==> src/rtl/mux_stream_arb.sv <==
// N-channel valid/ready stream multiplexer with packet-atomic round-robin or forced-select
// arbitration onto one registered output slot.
module mux_stream_arb #(
  parameter int unsigned WIDTH = 32,
  parameter int unsigned CH    = 4,
  parameter int unsigned SELW  = $clog2(CH)
) (
  input  logic                clk,
  input  logic                rst,
  input  logic                mode,
  input  logic [SELW-1:0]     sel_in,
  input  logic [CH*WIDTH-1:0] in_data,
  input  logic [CH-1:0]       in_valid,
  input  logic [CH-1:0]       in_last,
  output logic [CH-1:0]       in_ready,
  output logic [WIDTH-1:0]    out_data,
  output logic                out_valid,
  output logic                out_last,
  output logic [SELW-1:0]     out_ch,
  input  logic                out_ready
);

  typedef enum logic [0:0] {StIdle, StLock} state_e;

  state_e            state_q, state_d;
  logic [SELW-1:0]   lock_q, lock_d;
  logic [SELW-1:0]   rr_q, rr_d;
  logic [WIDTH-1:0]  out_data_q, out_data_d;
  logic              out_valid_q, out_valid_d;
  logic              out_last_q, out_last_d;
  logic [SELW-1:0]   out_ch_q, out_ch_d;

  logic [SELW-1:0]   grant;
  logic              grant_vld;
  logic              adv;
  logic              xfer;

  assign adv  = !out_valid_q || out_ready;
  assign xfer = grant_vld && adv;

  always_comb begin
    grant     = '0;
    grant_vld = 1'b0;
    unique case (state_q)
      StIdle: begin
        if (!mode) begin
          // Scan downwards so the channel closest to rr_q is the final assignment.
          for (int k = int'(CH) - 1; k >= 0; k--) begin
            if (in_valid[(int'(rr_q) + k) % int'(CH)]) begin
              grant     = SELW'((int'(rr_q) + k) % int'(CH));
              grant_vld = 1'b1;
            end
          end
        end else if (32'(sel_in) < CH) begin
          grant     = sel_in;
          grant_vld = in_valid[sel_in];
        end
      end
      StLock: begin
        grant     = lock_q;
        grant_vld = in_valid[lock_q];
      end
      default: ;
    endcase
  end

  always_comb begin
    in_ready = '0;
    if (state_q == StLock) begin
      in_ready[lock_q] = adv;
    end else if (grant_vld) begin
      in_ready[grant] = adv;
    end
  end

  always_comb begin
    state_d     = state_q;
    lock_d      = lock_q;
    rr_d        = rr_q;
    out_data_d  = out_data_q;
    out_valid_d = out_valid_q;
    out_last_d  = out_last_q;
    out_ch_d    = out_ch_q;
    if (xfer) begin
      out_valid_d = 1'b1;
      out_data_d  = in_data[32'(grant) * WIDTH +: WIDTH];
      out_last_d  = in_last[grant];
      out_ch_d    = grant;
      if (in_last[grant]) begin
        state_d = StIdle;
        rr_d    = SELW'((int'(grant) + 1) % int'(CH));
      end else begin
        state_d = StLock;
        lock_d  = grant;
      end
    end else if (adv) begin
      out_valid_d = 1'b0;
    end
  end

  always_ff @(posedge clk) begin
    if (rst) begin
      state_q     <= StIdle;
      lock_q      <= '0;
      rr_q        <= '0;
      out_data_q  <= '0;
      out_valid_q <= 1'b0;
      out_last_q  <= 1'b0;
      out_ch_q    <= '0;
    end else begin
      state_q     <= state_d;
      lock_q      <= lock_d;
      rr_q        <= rr_d;
      out_data_q  <= out_data_d;
      out_valid_q <= out_valid_d;
      out_last_q  <= out_last_d;
      out_ch_q    <= out_ch_d;
    end
  end

  assign out_data  = out_data_q;
  assign out_valid = out_valid_q;
  assign out_last  = out_last_q;
  assign out_ch    = out_ch_q;

endmodule

==> config.mk <==
export PLATFORM = sky130hd
export DESIGN_NAME = mux_stream_arb
export DESIGN_NICKNAME = d
export VERILOG_FILES = /design/src/rtl/mux_stream_arb.sv
export SDC_FILE = /design/constraint.sdc
export NUM_CORES = 1
export LEC_CHECK = 0
export ABC_CLOCK_PERIOD_IN_PS = 6600
export CAP_MARGIN = 20
export CORE_MARGIN = 2
export CORE_UTILIZATION = 39
export DETAILED_ROUTE_END_ITERATION = 12
export PLACE_DENSITY = 0.95
export SYNTH_ARGS = -nofsm -noshare
export SYNTH_HDL_FRONTEND = slang
export SYNTH_SLANG_ARGS = --single-unit
export TNS_END_PERCENT = 20
==> constraint.sdc <==
create_clock -name clk -period 6.6 [get_ports clk]
set_input_delay 1.65 -clock clk [delete_from_list [all_inputs] [get_ports clk]]
set_output_delay 1.65 -clock clk [all_outputs]
set_load 0.01 [all_outputs]
**Word-level counts from Yosys, hierarchy flattened**

Index checks and enable logic that the tools add are counted.

- $lt $le $gt $ge: 9
- Reductions and logical operators: 11
- Shifts and indexed selects: 1
- Add/sub/neg operators: 4
- Bitwise gates (word level): 7
- Multiplexer cells: 38

Operator list:

| kind | count |
|---|---|
| 128-bit by 8-bit indexed part select with 32-bit output | 1 |
| 1-bit two-way mux | 20 |
| 1-bit binary-select mux with 2-bit select | 7 |
| 2-bit by 3-bit < comparator with 1-bit output (second input constant) | 4 |
| 3-bit by 4-bit < comparator with 1-bit output (second input constant) | 3 |
| 2-bit two-way mux | 5 |
| 4-bit bitwise AND | 2 |
| 4-bit two-way mux | 2 |
| 2-bit OR reduction | 3 |
| 2-bit by 1-bit adder with 2-bit output (second input constant) | 2 |
| 2-bit adder (second input constant) | 2 |
| 1-bit demux with 2-bit select | 2 |
| 2-bit by 1-bit >= comparator with 1-bit output (second input constant) | 2 |
| 2-bit case mux with 2 select lines | 1 |
| 2-bit AND reduction | 2 |
| 1-bit bitwise AND (first input constant) | 3 |
| 1-bit logical AND | 3 |
| 1-bit inverter | 2 |
| 1-bit case mux with 2 select lines | 1 |
| 2-bit nonzero test | 1 |
| 1-bit logical NOT | 1 |
| 1-bit logical OR | 1 |

- Flip-flop bits (word level): 41

**Depth between registers and ports, before layout**

- Depth in word-level cells: 19
- Gate-level depth with buffers: 10

**Worst setup path before layout**

Ideal clock, no wire load.

- Path type: input-to-output
- From: input in_valid[0]
- To: output in_ready[3]
- Data arrival time: 2.922 ns
- Path buffers: 3
- Setup slack: 2.028 ns
- Stages: 9
- Data required time: 4.950 ns
- Cells stage by stage: nand2b_1 a21oi_1 o31a_1 buf_2 buf_6 buf_4 nor2_1 a32oi_1 nor2_1

- Longest elaborated chain between the ends: 16
- Elaborated cells on any way between the ends: 35
- Those cells by class: order compare: 2; mux: 31; bitwise: 1; reduce/logical: 1

RTL lines:

| element | RTL line | text |
|---|---|---|
| from (decl) | 13 | `input logic [CH-1:0] in_valid,` |
| 1-bit binary-select mux with 2-bit select | 49 | `if (in_valid[(int'(rr_q) + k) % int'(CH)]) begin` |
| 1-bit two-way mux (not written as such) (2 in series) | 49 |  |
| 2-bit two-way mux (4 in series) | 49 |  |
| 2-bit two-way mux | 46 | `if (!mode) begin` |
| 2-bit case mux with 2 select lines | 44 | `unique case (state_q)` |
| 2-bit by 3-bit < comparator with 1-bit output (not written as such) / 2-bit by 1-bit >= comparator with 1-bit output (equally long branches) | 72 | `in_ready[grant] = adv;` |
| 1-bit logical AND (not written as such) | 72 |  |
| 1-bit two-way mux (not written as such) | 72 |  |
| 1-bit demux with 2-bit select | 72 |  |
| 4-bit bitwise AND (no line) | -- |  |
| 4-bit two-way mux * | 71 | `end else if (grant_vld) begin` |
| 4-bit two-way mux * | 69 | `if (state_q == StLock) begin` |
| to (decl) | 15 | `output logic [CH-1:0] in_ready,` |

Mark *: on every way between the ends. The rest lies on a longest branch, timed or not. The select of a mux whose other input is x is not followed.

**Worst setup path in the final report**

- From: input in_valid[3]
- To: output in_ready[0]

Same word-level chain as after synthesis.

==> results.json <==
{
  "run_status": "finished, final reports clean",
  "synth_nets": 424,
  "fin_nets": 588,
  "die_w_um": 87.4,
  "cts_hold_buf": 0,
  "hold_path_class": "register to register",
  "viasPerCell": 5.89,
  "core_um2": 6760,
  "r2r_slack_ns": 3.89,
  "worstSetupPathType": "primary input to output port",
  "place_congestion": 0.894,
  "placed_area_um2": 4500,
  "ys_top_cells_by_area": "dfxtp_1, mux2_2, mux2i_1",
  "ir_drop_mv": 0.219,
  "p_int_w": 0.000968,
  "end_kind": "output port",
  "std_cell_rows": 30,
  "drv_cap": 0,
  "setup_ws_ns": 0.969,
  "cp.arrival_ns": 3.98,
  "overflow": 0,
  "max_freq_mhz": 178,
  "r2r_cells": 7,
  "num_vias": 3099,
  "fin_crit_ns": 5.63,
  "holdWs_ns": 0.478,
  "antenna_cells": 0,
  "yosysUniqueCellTypes": 42,
  "setup_viol": 0,
  "drc": 0,
  "met1_length_um": 3500,
  "timing.hold.worst_endpoint": "out_ch[1]",
  "ys.warnings.count": 0,
  "design_area_um2": 4580,
  "p_leak_nw": 1.73,
  "drive_gt1_frac": 0.101,
  "ys_seq_area_frac": 0.303,
  "seq_power_share": 0.253,
  "synth_top_cell_area_share": 0.303,
  "clock_latency_ns": 0.28,
  "p_switching_w": 0.000645,
  "drv_slew": 0,
  "path_clk_slew_ns": 0.07,
  "die_h_um": 87.4,
  "clock_sinks": 41,
  "cts_root_buffer": "clkbuf_8",
  "synth.largest_area_cell": "dfxtp_1",
  "ys_ff_latch": 41,
  "synthCells": 282,
  "synthToLayoutAreaGrowth_pct": 68.9,
  "dieArea_um2": 7640,
  "synth_edf_count": 0,
  "clk_path_buf_depth": 2,
  "synth_top_flop_cell": "dfxtp_1",
  "cts_resized": 0,
  "dpl_worst_slack_ns": 1.02,
  "crit_fanout": 7,
  "p_clk_frac": 0.101,
  "grt_setup_unrepaired": "false",
  "antenna_found_initial": 0,
  "regArea_um2": 821,
  "met2_length_um": 5000,
  "final_common_cell": "clkdlybuf4s50_1",
  "wire_per_inst_um": 18.1,
  "grt_pass1_vias": 2961,
  "async_flop_share": 0,
  "firstDrtPassIters": 5,
  "finClkSkew_ns": 0.00562,
  "drtIter0Drc": 125,
  "post-route-period-util": 0.853,
  "multiInputGateArea_um2": 1720,
  "grt_max_degree": 69,
  "min_from": "out_ch[1]",
  "fin_tns_setup_ns": 0,
  "portBuffers": 181,
  "ctsHtreeMaxLevel": 2,
  "cts_tree": "built",
  "grtUsageTotal": 0.230,
  "start_util": 0.401,
  "p_sw_frac": 0.400,
  "wl_um": 9500,
  "postSynthAreaPerCell_um2": 9.62,
  "comb_power_share": 0.645,
  "cp-start-kind": "primary input",
  "max_slew_margin": 0.368,
  "timing.rr.start": "state_q",
  "hpwl_um": 7160,
  "numCtsBuffers": 5,
  "finalHoldViolCount": 0,
  "ios": 182,
  "cellPowerDensity_nw_per_um2": 352,
  "grt_pass1_wl_um": 14000,
  "post-cts-setup-buffer-count": 0,
  "synth_area_um2": 2710,
  "timing.rr.end": "lock_q[0]",
  "nFillCells": 528,
  "cp.required_ns": 4.95,
  "most-common-layout-cells": "clkdlybuf4s50_1, dfxtp_1, mux2i_1",
  "route.met3.wl_um": 821,
  "ant_nets": 0,
  "top_layer_used": "met4",
  "worstMarginPinSlew_ns": 0.948,
  "hold_depth": 2
}
==> worst max-delay path by stage <==
stage	slack [ns]	from	endpoint
final	0.97	in_valid[3]	in_ready[0]
after global routing	0.82	in_valid[3]	in_ready[0]
after CTS	1.01	sel_in[1]	in_ready[0]
after global placement	1.08	sel_in[1]	in_ready[2]
after floorplan	2.03	in_valid[0]	in_ready[3]
after detailed placement	1.02	sel_in[1]	in_ready[0]
==> sequential cells by signal, summed over array words and instances, names as in the netlist <==
signal	count
lock_q	2
out_last	1
out_valid	1
out_ch	2
state_q	1
out_data	32
rr_q	2
==> layer usage <==
layer,vias to the layer above,track usage
met1,1450,0.250
met3,21,0.0531
met4,0,0.0783
li1,1462,-
met5,-,0
met2,166,0.431
==> kinds of logic (layout without fill, tap and decap cells) <==
logic type / after synthesis / in the layout / synth area share
AO/OA/AOI/OAI: 101 / 101 / 0.277
flip-flops: 41 / 41 / 0.303
buffers and inverters: 32 / 196 / 0.0646
multiplexers: 68 / 68 / 0.275
AND/OR/NAND/NOR: 39 / 39 / 0.0770
XOR/XNOR: 1 / 1 / 0.00323
==> power by group through the flow <==
stage | sequential (W) | combinational [W] | clock [W]
5_1_grt | 0.000421 | 0.00112 | 0.000180
6_report | 0.000409 | 0.00104 | 0.000163
3_5_place_dp | 0.000413 | 0.00104 | 0
2_1_floorplan | 0.000439 | 0.000650 | 0
4_1_cts | 0.000408 | 0.00104 | 0.000170
3_3_place_gp | 0.000407 | 0.00101 | 0
==> synthesized netlist by cell type (2+ instances only) <==
master	count
inv_1	4
nand2_1	4
a311oi_1	32
mux2i_1	33
nand2b_1	10
buf_6	4
clkbuf_1	11
mux2_2	30
buf_2	8
a21o_1	3
mux4_2	2
o211ai_1	4
a21oi_1	10
mux2_1	3
o22ai_1	32
dfxtp_1	41
nand4_1	2
o221ai_1	2
nor2b_1	3
and3_1	2
nor2_1	11
a21boi_0	2
a211o_1	2
nor4_1	2
nand3_1	3
a21boi_1	2
buf_4	4
a32oi_1	2
==> layout make-up <==
type | instances | share of cell area
Sequential cell | 41 | 0.179
Tap cell | 80 | 0.0218
Multi-Input combinational cell | 209 | 0.375
Timing Repair Buffer | 185 | 0.402
Clock buffer | 7 | 0.0188
Inverter | 4 | 0.00328
==> worst max-delay path, cell delays in order <==
cell	delay [ns]
clkdlybuf4s50_1	0.59
nand2b_1	0.15
a21boi_1	0.13
o31ai_1	0.58
nor2_1	0.13
a21oi_1	0.17
nor2_1	0.06
clkdlybuf4s50_1	0.53
==> stage by stage <==
stage               power (W)   util  cells
floorplan             0.00109      -    282
global placement      0.00142  0.665    519
detailed placement    0.00145  0.665    519
CTS                   0.00162  0.678    526
global route          0.00172  0.678    526
finish                0.00161  0.678    526
No activity file was read; power rests on OpenSTA's default activity.
